--- src/rtl/bcd_result_display_if.sv ---
`default_nettype none
// ============================================================================
//  Module      : bcd_result_display_if
//  Description : Result handshake and BCD result bundle between the calculator
//                core (master) and the BCD conversion/display block (slave).
//  Revision    : 1.0 - initial release
// ============================================================================
interface bcd_result_display_if #(
    parameter int WIDTH = 14
);
    logic             in_valid;
    logic             in_ready;
    logic [WIDTH-1:0] in_data;
    logic             in_signed;
    logic             out_valid;
    logic [15:0]      bcd;
    logic             neg;
    logic             overflow;

    modport master (
        output in_valid, in_data, in_signed,
        input  in_ready, out_valid, bcd, neg, overflow
    );

    modport slave (
        input  in_valid, in_data, in_signed,
        output in_ready, out_valid, bcd, neg, overflow
    );
endinterface
`default_nettype wire

--- src/rtl/bcd_result_display.sv ---
`default_nettype none
// ============================================================================
//  Module      : bcd_result_display
//  Description : Sequential double-dabble conversion of a binary calculator
//                result into 4 BCD digits plus sign/overflow, and a
//                time-multiplexed 4-digit 7-segment display driver.
//  Revision    : 1.0 - initial release
// ============================================================================
module bcd_result_display #(
    parameter int WIDTH    = 14,
    parameter int SCAN_DIV = 1024
) (
    input  wire logic           clk,
    input  wire logic           rst_n,
    bcd_result_display_if.slave bus,
    output logic [3:0]          an,
    output logic [6:0]          seg
);
    localparam int CNT_W  = $clog2(WIDTH);
    localparam int SCAN_W = $clog2(SCAN_DIV);

    localparam logic [CNT_W-1:0]  C_LAST_STEP = CNT_W'(WIDTH - 1);
    localparam logic [SCAN_W-1:0] C_SCAN_LAST = SCAN_W'(SCAN_DIV - 1);

    localparam logic [1:0] S_IDLE  = 2'd0;
    localparam logic [1:0] S_LOAD  = 2'd1;
    localparam logic [1:0] S_SHIFT = 2'd2;
    localparam logic [1:0] S_DONE  = 2'd3;

    localparam logic [6:0] C_SEG_DASH  = 7'h40;
    localparam logic [6:0] C_SEG_BLANK = 7'h00;
    localparam logic [6:0] C_SEG_ZERO  = 7'h3F;

    // Standard 7-segment glyphs {g,f,e,d,c,b,a}; codes 10..15 never reach here
    function automatic logic [6:0] glyph(input logic [3:0] d);
        case (d)
            4'd0:    glyph = 7'h3F;
            4'd1:    glyph = 7'h06;
            4'd2:    glyph = 7'h5B;
            4'd3:    glyph = 7'h4F;
            4'd4:    glyph = 7'h66;
            4'd5:    glyph = 7'h6D;
            4'd6:    glyph = 7'h7D;
            4'd7:    glyph = 7'h07;
            4'd8:    glyph = 7'h7F;
            4'd9:    glyph = 7'h6F;
            default: glyph = C_SEG_BLANK;
        endcase
    endfunction

    logic [1:0]        state_q, state_d;
    logic [WIDTH-1:0]  data_q, data_d;
    logic              signed_q, signed_d;
    logic [WIDTH-1:0]  mag_q, mag_d;
    logic [19:0]       work_q, work_d;
    logic              neg_w_q, neg_w_d;
    logic [CNT_W-1:0]  cnt_q, cnt_d;
    logic [15:0]       bcd_q, bcd_d;
    logic              neg_q, neg_d;
    logic              ovf_q, ovf_d;
    logic [SCAN_W-1:0] scan_cnt_q, scan_cnt_d;
    logic [1:0]        idx_q, idx_d;
    logic [3:0]        an_q, an_d;
    logic [6:0]        seg_q, seg_d;

    logic [19:0]       adj_work;
    logic [19:0]       step_work;
    logic [WIDTH-1:0]  step_mag;
    logic              scan_wrap;
    logic [1:0]        msd;

    // FSM state register
    always_ff @(posedge clk or negedge rst_n) begin
        if (!rst_n) state_q <= S_IDLE;
        else        state_q <= state_d;
    end

    // FSM next-state: capture, one load cycle, WIDTH shift steps, one done cycle
    always_comb begin
        state_d = state_q;
        case (state_q)
            S_IDLE:  if (bus.in_valid) state_d = S_LOAD;
            S_LOAD:  state_d = S_SHIFT;
            S_SHIFT: if (cnt_q == C_LAST_STEP) state_d = S_DONE;
            default: state_d = S_IDLE;
        endcase
    end

    // FSM outputs and the result bundle
    always_comb begin
        bus.in_ready  = (state_q == S_IDLE);
        bus.out_valid = (state_q == S_DONE);
        bus.bcd       = bcd_q;
        bus.neg       = neg_q;
        bus.overflow  = ovf_q;
        an            = an_q;
        seg           = seg_q;
    end

    // One double-dabble step: add 3 to nibbles >= 5, then shift {work,mag} left
    always_comb begin
        adj_work = work_q;
        for (int i = 0; i < 5; i++) begin
            if (work_q[4*i +: 4] >= 4'd5) adj_work[4*i +: 4] = work_q[4*i +: 4] + 4'd3;
        end
        {step_work, step_mag} = {adj_work, mag_q} << 1;
    end

    // Datapath next values; result registers load on the final shift step
    always_comb begin
        data_d   = data_q;
        signed_d = signed_q;
        mag_d    = mag_q;
        work_d   = work_q;
        neg_w_d  = neg_w_q;
        cnt_d    = cnt_q;
        bcd_d    = bcd_q;
        neg_d    = neg_q;
        ovf_d    = ovf_q;
        case (state_q)
            S_IDLE: begin
                if (bus.in_valid) begin
                    data_d   = bus.in_data;
                    signed_d = bus.in_signed;
                end
            end
            S_LOAD: begin
                if (signed_q && data_q[WIDTH-1]) begin
                    mag_d   = -data_q;
                    neg_w_d = 1'b1;
                end else begin
                    mag_d   = data_q;
                    neg_w_d = 1'b0;
                end
                work_d = '0;
                cnt_d  = '0;
            end
            S_SHIFT: begin
                work_d = step_work;
                mag_d  = step_mag;
                cnt_d  = cnt_q + CNT_W'(1);
                if (cnt_q == C_LAST_STEP) begin
                    if (step_work[19:16] != 4'd0) begin
                        // Beyond 9999 the four digits are meaningless; show a clean overflow
                        bcd_d = '0;
                        neg_d = 1'b0;
                        ovf_d = 1'b1;
                    end else begin
                        bcd_d = step_work[15:0];
                        neg_d = neg_w_q && (step_work[15:0] != 16'd0);
                        ovf_d = 1'b0;
                    end
                end
            end
            default: begin
            end
        endcase
    end

    // Datapath registers
    always_ff @(posedge clk or negedge rst_n) begin
        if (!rst_n) begin
            data_q   <= '0;
            signed_q <= 1'b0;
            mag_q    <= '0;
            work_q   <= '0;
            neg_w_q  <= 1'b0;
            cnt_q    <= '0;
            bcd_q    <= '0;
            neg_q    <= 1'b0;
            ovf_q    <= 1'b0;
        end else begin
            data_q   <= data_d;
            signed_q <= signed_d;
            mag_q    <= mag_d;
            work_q   <= work_d;
            neg_w_q  <= neg_w_d;
            cnt_q    <= cnt_d;
            bcd_q    <= bcd_d;
            neg_q    <= neg_d;
            ovf_q    <= ovf_d;
        end
    end

    // Display scan; segments derive from the next result values so that the
    // glyphs change in the same edge as the result registers
    always_comb begin
        scan_wrap  = (scan_cnt_q == C_SCAN_LAST);
        scan_cnt_d = scan_wrap ? '0 : scan_cnt_q + SCAN_W'(1);
        idx_d      = scan_wrap ? idx_q + 2'd1 : idx_q;
        an_d       = 4'b0001 << idx_d;
        if      (bcd_d[15:12] != 4'd0) msd = 2'd3;
        else if (bcd_d[11:8]  != 4'd0) msd = 2'd2;
        else if (bcd_d[7:4]   != 4'd0) msd = 2'd1;
        else                           msd = 2'd0;
        if (ovf_d)
            seg_d = C_SEG_DASH;
        else if (idx_d <= msd)
            seg_d = glyph(bcd_d[{idx_d, 2'b00} +: 4]);
        else if (neg_d && ({1'b0, idx_d} == ({1'b0, msd} + 3'd1)))
            seg_d = C_SEG_DASH;
        else
            seg_d = C_SEG_BLANK;
    end

    // Display registers: an and seg advance together
    always_ff @(posedge clk or negedge rst_n) begin
        if (!rst_n) begin
            scan_cnt_q <= '0;
            idx_q      <= 2'd0;
            an_q       <= 4'b0001;
            seg_q      <= C_SEG_ZERO;
        end else begin
            scan_cnt_q <= scan_cnt_d;
            idx_q      <= idx_d;
            an_q       <= an_d;
            seg_q      <= seg_d;
        end
    end
endmodule
`default_nettype wire

--- src/flat_wrapper.sv ---
// flat-port wrapper written by rule: the top's interface ports become plain ports
module bcd_result_display_flat 
#(
    parameter int WIDTH    = 14,
    parameter int SCAN_DIV = 1024
)
  (clk, rst_n, an, seg, bus_in_valid, bus_in_data, bus_in_signed, bus_in_ready, bus_out_valid, bus_bcd, bus_neg, bus_overflow);
  bcd_result_display_if #(.WIDTH(WIDTH)) bus_i ();
  input  wire logic clk;
  input  wire logic rst_n;
  output logic [3:0] an;
  output logic [6:0] seg;
  input wire logic [$bits(bus_i.in_valid)-1:0] bus_in_valid;
  input wire logic [$bits(bus_i.in_data)-1:0] bus_in_data;
  input wire logic [$bits(bus_i.in_signed)-1:0] bus_in_signed;
  output wire logic [$bits(bus_i.in_ready)-1:0] bus_in_ready;
  output wire logic [$bits(bus_i.out_valid)-1:0] bus_out_valid;
  output wire logic [$bits(bus_i.bcd)-1:0] bus_bcd;
  output wire logic [$bits(bus_i.neg)-1:0] bus_neg;
  output wire logic [$bits(bus_i.overflow)-1:0] bus_overflow;
  assign bus_i.in_valid = bus_in_valid;
  assign bus_i.in_data = bus_in_data;
  assign bus_i.in_signed = bus_in_signed;
  assign bus_in_ready = bus_i.in_ready;
  assign bus_out_valid = bus_i.out_valid;
  assign bus_bcd = bus_i.bcd;
  assign bus_neg = bus_i.neg;
  assign bus_overflow = bus_i.overflow;
  bcd_result_display #(.WIDTH(WIDTH), .SCAN_DIV(SCAN_DIV)) u_core (.clk(clk), .rst_n(rst_n), .bus(bus_i), .an(an), .seg(seg));
endmodule
--- config.mk ---
export PLATFORM = sky130hd
export DESIGN_NAME = bcd_result_display_flat
export DESIGN_NICKNAME = d
export VERILOG_FILES = /design/src/rtl/bcd_result_display_if.sv /design/src/rtl/bcd_result_display.sv /design/src/flat_wrapper.sv
export SDC_FILE = /design/constraint.sdc
export NUM_CORES = 1
export LEC_CHECK = 0
export CORE_MARGIN = 2
export CORE_UTILIZATION = 50
export CTS_CLUSTER_SIZE = 30
export DETAILED_ROUTE_END_ITERATION = 10
export GPL_TIMING_DRIVEN = 0
export PLACE_DENSITY = 0.71
export SLEW_MARGIN = 15
export SYNTH_ARGS = -nofsm -noshare
export SYNTH_HDL_FRONTEND = slang
export SYNTH_SLANG_ARGS = --single-unit
--- constraint.sdc ---
create_clock -name clk -period 3.9 [get_ports clk]
set_clock_uncertainty 0.05 [all_clocks]
set_input_delay 0.78 -clock clk [delete_from_list [all_inputs] [get_ports clk]]
set_output_delay 0.78 -clock clk [all_outputs]
set_load 0.1 [all_outputs]
After elaboration in Yosys (flattened, before gate mapping)
Memories as Yosys holds them, arrays and structs flattened.
Index checks and enable logic that the tools add are counted.
- add/sub/neg operators: 10
- multiply operators: 0
- divide/modulo/power cells: 0
- order comparisons: 6
- equal/unequal tests: 8
- shifts and indexed selects: 2
- multiplexer cells: 30
- bitwise logic cells: 0
- reductions and logical operators: 12
- operators by type and width (cell ; count):
    16-bit 2-to-1 mux ; 3
    20-bit one-hot mux with 2 select lines ; 1
    14-bit one-hot mux with 2 select lines ; 1
    7-bit 2-to-1 mux ; 3
    4-bit by 3-bit greater-or-equal comparator with 1-bit output (second input constant) ; 5
    4-bit by 2-bit adder with 4-bit output (second input constant) ; 4
    4-bit 2-to-1 mux ; 4
    16-bit nonzero test ; 1
    4-bit nonzero test ; 4
    16-bit by 5-bit indexed part select with 4-bit output ; 1
    14-bit 2-to-1 mux ; 1
    14-bit negation ; 1
    10-bit by 1-bit adder with 10-bit output (second input constant) ; 1
    10-bit equality test (second input constant) ; 1
    10-bit 2-to-1 mux ; 1
    2-bit 2-to-1 mux ; 5
    1-bit 2-to-1 mux ; 8
    4-bit one-hot mux with 2 select lines ; 1
    2-bit one-hot mux with 3 select lines ; 1
    4-bit by 1-bit adder with 4-bit output (second input constant) ; 1
    2-bit equality test (second input constant) ; 2
    4-bit equality test (second input constant) ; 1
    2-bit AND reduction ; 2
    1-bit by 2-bit left shift with 4-bit output (first input constant) ; 1
    other kinds (12) ; 14
- register bits: 97
- bits in latches: 0
- RAM bits: 0
- ROM bits: 112
- memories kept: 1
- memories (name ; words ; bits a word ; rd ports ; clocked after Yosys merged registers in ; wr ports ; RTL line ; text):
    (name not given) ; 16 ; 7 ; 1 ; 0 ; 0 ; bcd_result_display.sv:36 ; case (d)

Longest topological paths before layout
- depth after elaboration: 16
- gate-level depth with buffers: 17
- depth with buffers taken out: 16

Least setup slack after synthesis
Ideal clock, no wire load.
- path type: register -> register
- from: register u_core.work_q[16]
- to: register u_core.seg_q[5] (netlist: u_core.seg[5])
- setup time: 0.096 ns
- arrival: 3.301 ns
- data required time: 3.754 ns
- slack: 0.454 ns
- cell stages (with the launch flop): 18
- buffers on the path: 1
- clock period less this slack: 3.446 ns
- path through: dfrtp_1 inv_1 ha_1 nand2b_2 a2111oi_4 o211a_1 nand2_1 o21ai_0 or4_1 inv_1 and2_1 ha_1 a21oi_1 a21oi_1 or2_1 clkbuf_1 nand2b_1 o32ai_1
- elaborated cells between the ends (all ways): 21
- those cells by class: add/sub (1); order compare (2); shift (1); mux (12); reduce/logical (4); memory (1)
- RTL lines (item ; RTL line ; text):
    start, declared ; bcd_result_display.sv:55 ; logic [19:0] work_q, work_d;
    start signal, assigned ; bcd_result_display.sv:176 ; work_q <= work_d;
    4-bit by 3-bit greater-or-equal comparator with 1-bit output or 3-bit by 2-bit adder with 3-bit output (tied branches) ; bcd_result_display.sv:104 ; if (work_q[4*i +: 4] >= 4'd5) adj_work[4*i +: 4] = work_q[4*i +: 4] + 4'd3;
    3-bit 2-to-1 mux (*) ; bcd_result_display.sv:104 ;
    4-bit nonzero test (*) ; bcd_result_display.sv:143 ; if (step_work[19:16] != 4'd0) begin
    16-bit 2-to-1 mux (*) ; bcd_result_display.sv:143 ;
    16-bit 2-to-1 mux (*) ; bcd_result_display.sv:142 ; if (cnt_q == C_LAST_STEP) begin
    16-bit 2-to-1 mux (*) ; bcd_result_display.sv:120 ; case (state_q)
    via u_core.bcd_d[8] ; bcd_result_display.sv:58 ; logic [15:0] bcd_q, bcd_d;
    branches (longest 4 deep; another with memory 16 x 7 bit) ; - ;
    7-bit 2-to-1 mux (*) ; bcd_result_display.sv:198 ; else if (idx_d <= msd)
    7-bit 2-to-1 mux (*) ; bcd_result_display.sv:196 ; if (ovf_d)
    via u_core.seg_d[5] ; bcd_result_display.sv:64 ; logic [6:0] seg_q, seg_d;
    end signal, assigned ; bcd_result_display.sv:217 ; seg_q <= seg_d;
    end, declared ; bcd_result_display.sv:64 ;
Mark *: on every way through the listed nets, which the timed path passes.
A chain may end at the register's enable or synchronous reset.

Final worst setup path
- from: register u_core.work_q[16]
- to: register u_core.seg_q[0] (netlist: u_core.seg[0])
Same word-level chain as after synthesis.

==> flow_summary.json <==
{
  "status": "finished clean",
  "hpwl_mm": 8.60,
  "final_nets": 648,
  "finalCritPeriodShare": 0.947,
  "grt_overflow_total": 0,
  "p_comb_frac": 0.380,
  "p_leak_nw": 2.68,
  "start_util": 0.514,
  "cp_max_fo": 7,
  "fin_crit_ns": 3.69,
  "grt_pass1_wl_mm": 19.3,
  "fill_cells": 898,
  "power_density_nw_per_um2": 534,
  "root_buffer": "clkbuf_8",
  "final_antenna_net_count": 0,
  "cts_tree": "built",
  "final_common_cell": "dfrtp_1",
  "hold_viol": 0,
  "critPathKind": "flip-flop to flip-flop",
  "slew_viol_final": 0,
  "antenna_found_initial": 0,
  "layout_common_cells": "dfrtp_1 (90), nand2_1 (51), clkdlybuf4s50_1 (47)",
  "wl_per_cell_um": 15.9,
  "vias_per_cell": 5.61,
  "synth.distinct_cells": 59,
  "synth-edff-count": 0,
  "tightest_slew_ns": 0.978,
  "place_inst": 720,
  "maxCapViolCount": 0,
  "rows": 37,
  "cp.arrival_ns": 3.91,
  "p_sw_mw": 1.27,
  "ys.flop_type": "dfrtp_1",
  "n_antenna_cell": 0,
  "gp_congestion": 0.896,
  "worstSkewPairLatency_ns": 0.37,
  "fp.dieW_um": 107,
  "path_clk_slew_ns": 0.10,
  "drive_above_1_share": 0.159,
  "final_cells": 745,
  "seq_area_frac_synth": 0.461,
  "yosysWarnings": 0,
  "vdd_drop_max_uv": 503,
  "cts_hold_buf": 0,
  "io_pins": 49,
  "coreArea_um2": 10300,
  "setup_violations": 0,
  "endpoint_kind": "flip-flop",
  "clock_path_buffers": 2,
  "async_flop_share": 1.00,
  "area_growth_pct": 20.0,
  "port_buffers": 48,
  "required_ns": 4.12,
  "drcViolationCount": 0,
  "p_int_mw": 2.12,
  "avgSynthCellArea_um2": 9.88,
  "synth_area_um2": 5290,
  "place_worst_setup_slack_ns": -0.211,
  "die-height_um": 107,
  "sw_frac_of_total": 0.374,
  "relSlewSlack": 0.346,
  "ys_seq_elements": 97,
  "fmax_mhz": 271,
  "cp-start-kind": "flip-flop",
  "first_pass_iters": 4,
  "dr.first_iter.drc_count": 267,
  "grt_pass1_vias": 4073,
  "ctsHtreeMaxLevel": 3,
  "wl_mm": 11.8,
  "synthCells": 535,
  "cts_buffers": 9,
  "hold_path.class": "primary input to async pin",
  "synth_fp_nets": 579,
  "grt_max_degree": 72,
  "p_seq_frac": 0.403,
  "setup_slack_ns": 0.206,
  "cts_num_sinks": 97,
  "vias": 4176,
  "setup_tns_ns": 0,
  "dieArea_um2": 11400,
  "clkPwrFrac": 0.217,
  "grt.total_usage": 0.212
}
cells by family after synthesis:
family / Yosys count / share of synthesized area
XOR/XNOR: 25 / 0.0414
multiplexers: 33 / 0.0696
flip-flops: 97 / 0.461
AO/OA/AOI/OAI: 134 / 0.170
AND/OR/NAND/NOR: 160 / 0.153
adder cells (fa/ha/maj): 26 / 0.0615
buffers and inverters: 60 / 0.0431
critical path, cell delays in order, from the launching register on:
cell and delay [ns]:
dfrtp_1 0.41, inv_1 0.13, ha_2 0.30, o211ai_1 0.08, a21oi_1 0.11, o211ai_4 0.35, o31ai_2 0.15, or4_1 0.57
inv_1 0.09, and2_1 0.14, ha_1 0.25, a21oi_2 0.17, a21oi_1 0.08, or2_1 0.21, clkbuf_1 0.17, nand2b_1 0.21
o32ai_1 0.13
path summary, 6_finish.rpt:
kind	from	to	slack, ns	depth (start not counted)
worst max-delay path	u_core.work_q[16]	u_core.seg[0]	0.21	16
worst min-delay path	rst_n	u_core.work_q[18]	0.20	1
worst max register to register	u_core.work_q[16]	u_core.seg[0]	0.21	16
worst min register to register	u_core.scan_cnt_q[8]	u_core.scan_cnt_q[8]	0.44	1
max in group asynchronous	rst_n	u_core.bus.neg	2.96	2
min in group clk	u_core.scan_cnt_q[8]	u_core.scan_cnt_q[8]	0.44	1
layer usage:
metal	up-vias	track usage	routed length, um
li1	2033	-	-
met1	2005	0.274	5210
met2	113	0.358	5790
met3	25	0.0292	528
met4	0	0.0918	285
met5	-	0	0
timing repair:
item                       4_1_cts  5_1_grt
pin swaps                        1        3
setup buffers                    1        8
setup endpoints to repair        5        6
resized for setup                6       19
cell type report:
cell class / instances / area [um2] / share of cell area
clock inverter: 7 / 101 / 0.0160
buffer: 20 / 85.1 / 0.0134
timing repair buffer: 58 / 574 / 0.0905
sequential: 97 / 2440 / 0.384
tap: 136 / 170 / 0.0268
clock buffer: 9 / 124 / 0.0195
multi-input combinational: 378 / 2700 / 0.426
inverter: 40 / 150 / 0.0237
cells in the mapped netlist, drive strengths merged (17+ instances only):
master / n / area share
dfrtp: 90 / 0.43
nand2: 52 / 0.037
o21ai: 48 / 0.045
inv: 40 / 0.028
mux2: 30 / 0.064
nor2: 27 / 0.019
a21oi: 26 / 0.025
ha: 26 / 0.062
xnor2: 20 / 0.033
clkbuf: 17 / 0.012
nand3: 17 / 0.016
o22ai: 17 / 0.020
flip-flops by register name, indices dropped and copies added (netlist names):
signal	flops
u_core.bus.neg	1
u_core.state_q	2
u_core.bus.overflow	1
u_core.mag_q	14
u_core.data_q	14
u_core.bus.bcd	16
u_core.work_q	20
u_core.an	4
u_core.cnt_q	4
u_core.scan_cnt_q	10
u_core.signed_q	1
u_core.seg	7
u_core.idx_q	2
u_core.neg_w_q	1
power groups by stage:
stage	clock [mW]	combinational (mW)	sequential, mW
finish	0.735	1.29	1.36
global route	0.796	1.43	1.40
CTS	0.756	1.27	1.37
detailed placement	0	1.26	1.39
global placement	0	1.22	1.38
floorplan	0	0.971	1.34
metrics by stage:
| step | hold slack [ns] | area (um2) | utilization | power, mW |
|---|---|---|---|---|
| after floorplan | 0.389 | 5290 | - | 2.31 |
| after detailed placement | 0.423 | 5970 | 0.580 | 2.65 |
| after global routing | 0.207 | 6340 | 0.617 | 3.62 |
| after global placement | 0.407 | 5940 | 0.578 | 2.59 |
| final | 0.204 | 6340 | 0.617 | 3.38 |
| after CTS | 0.202 | 6200 | 0.604 | 3.39 |
Note: power is estimated with default switching activity, not from simulation.
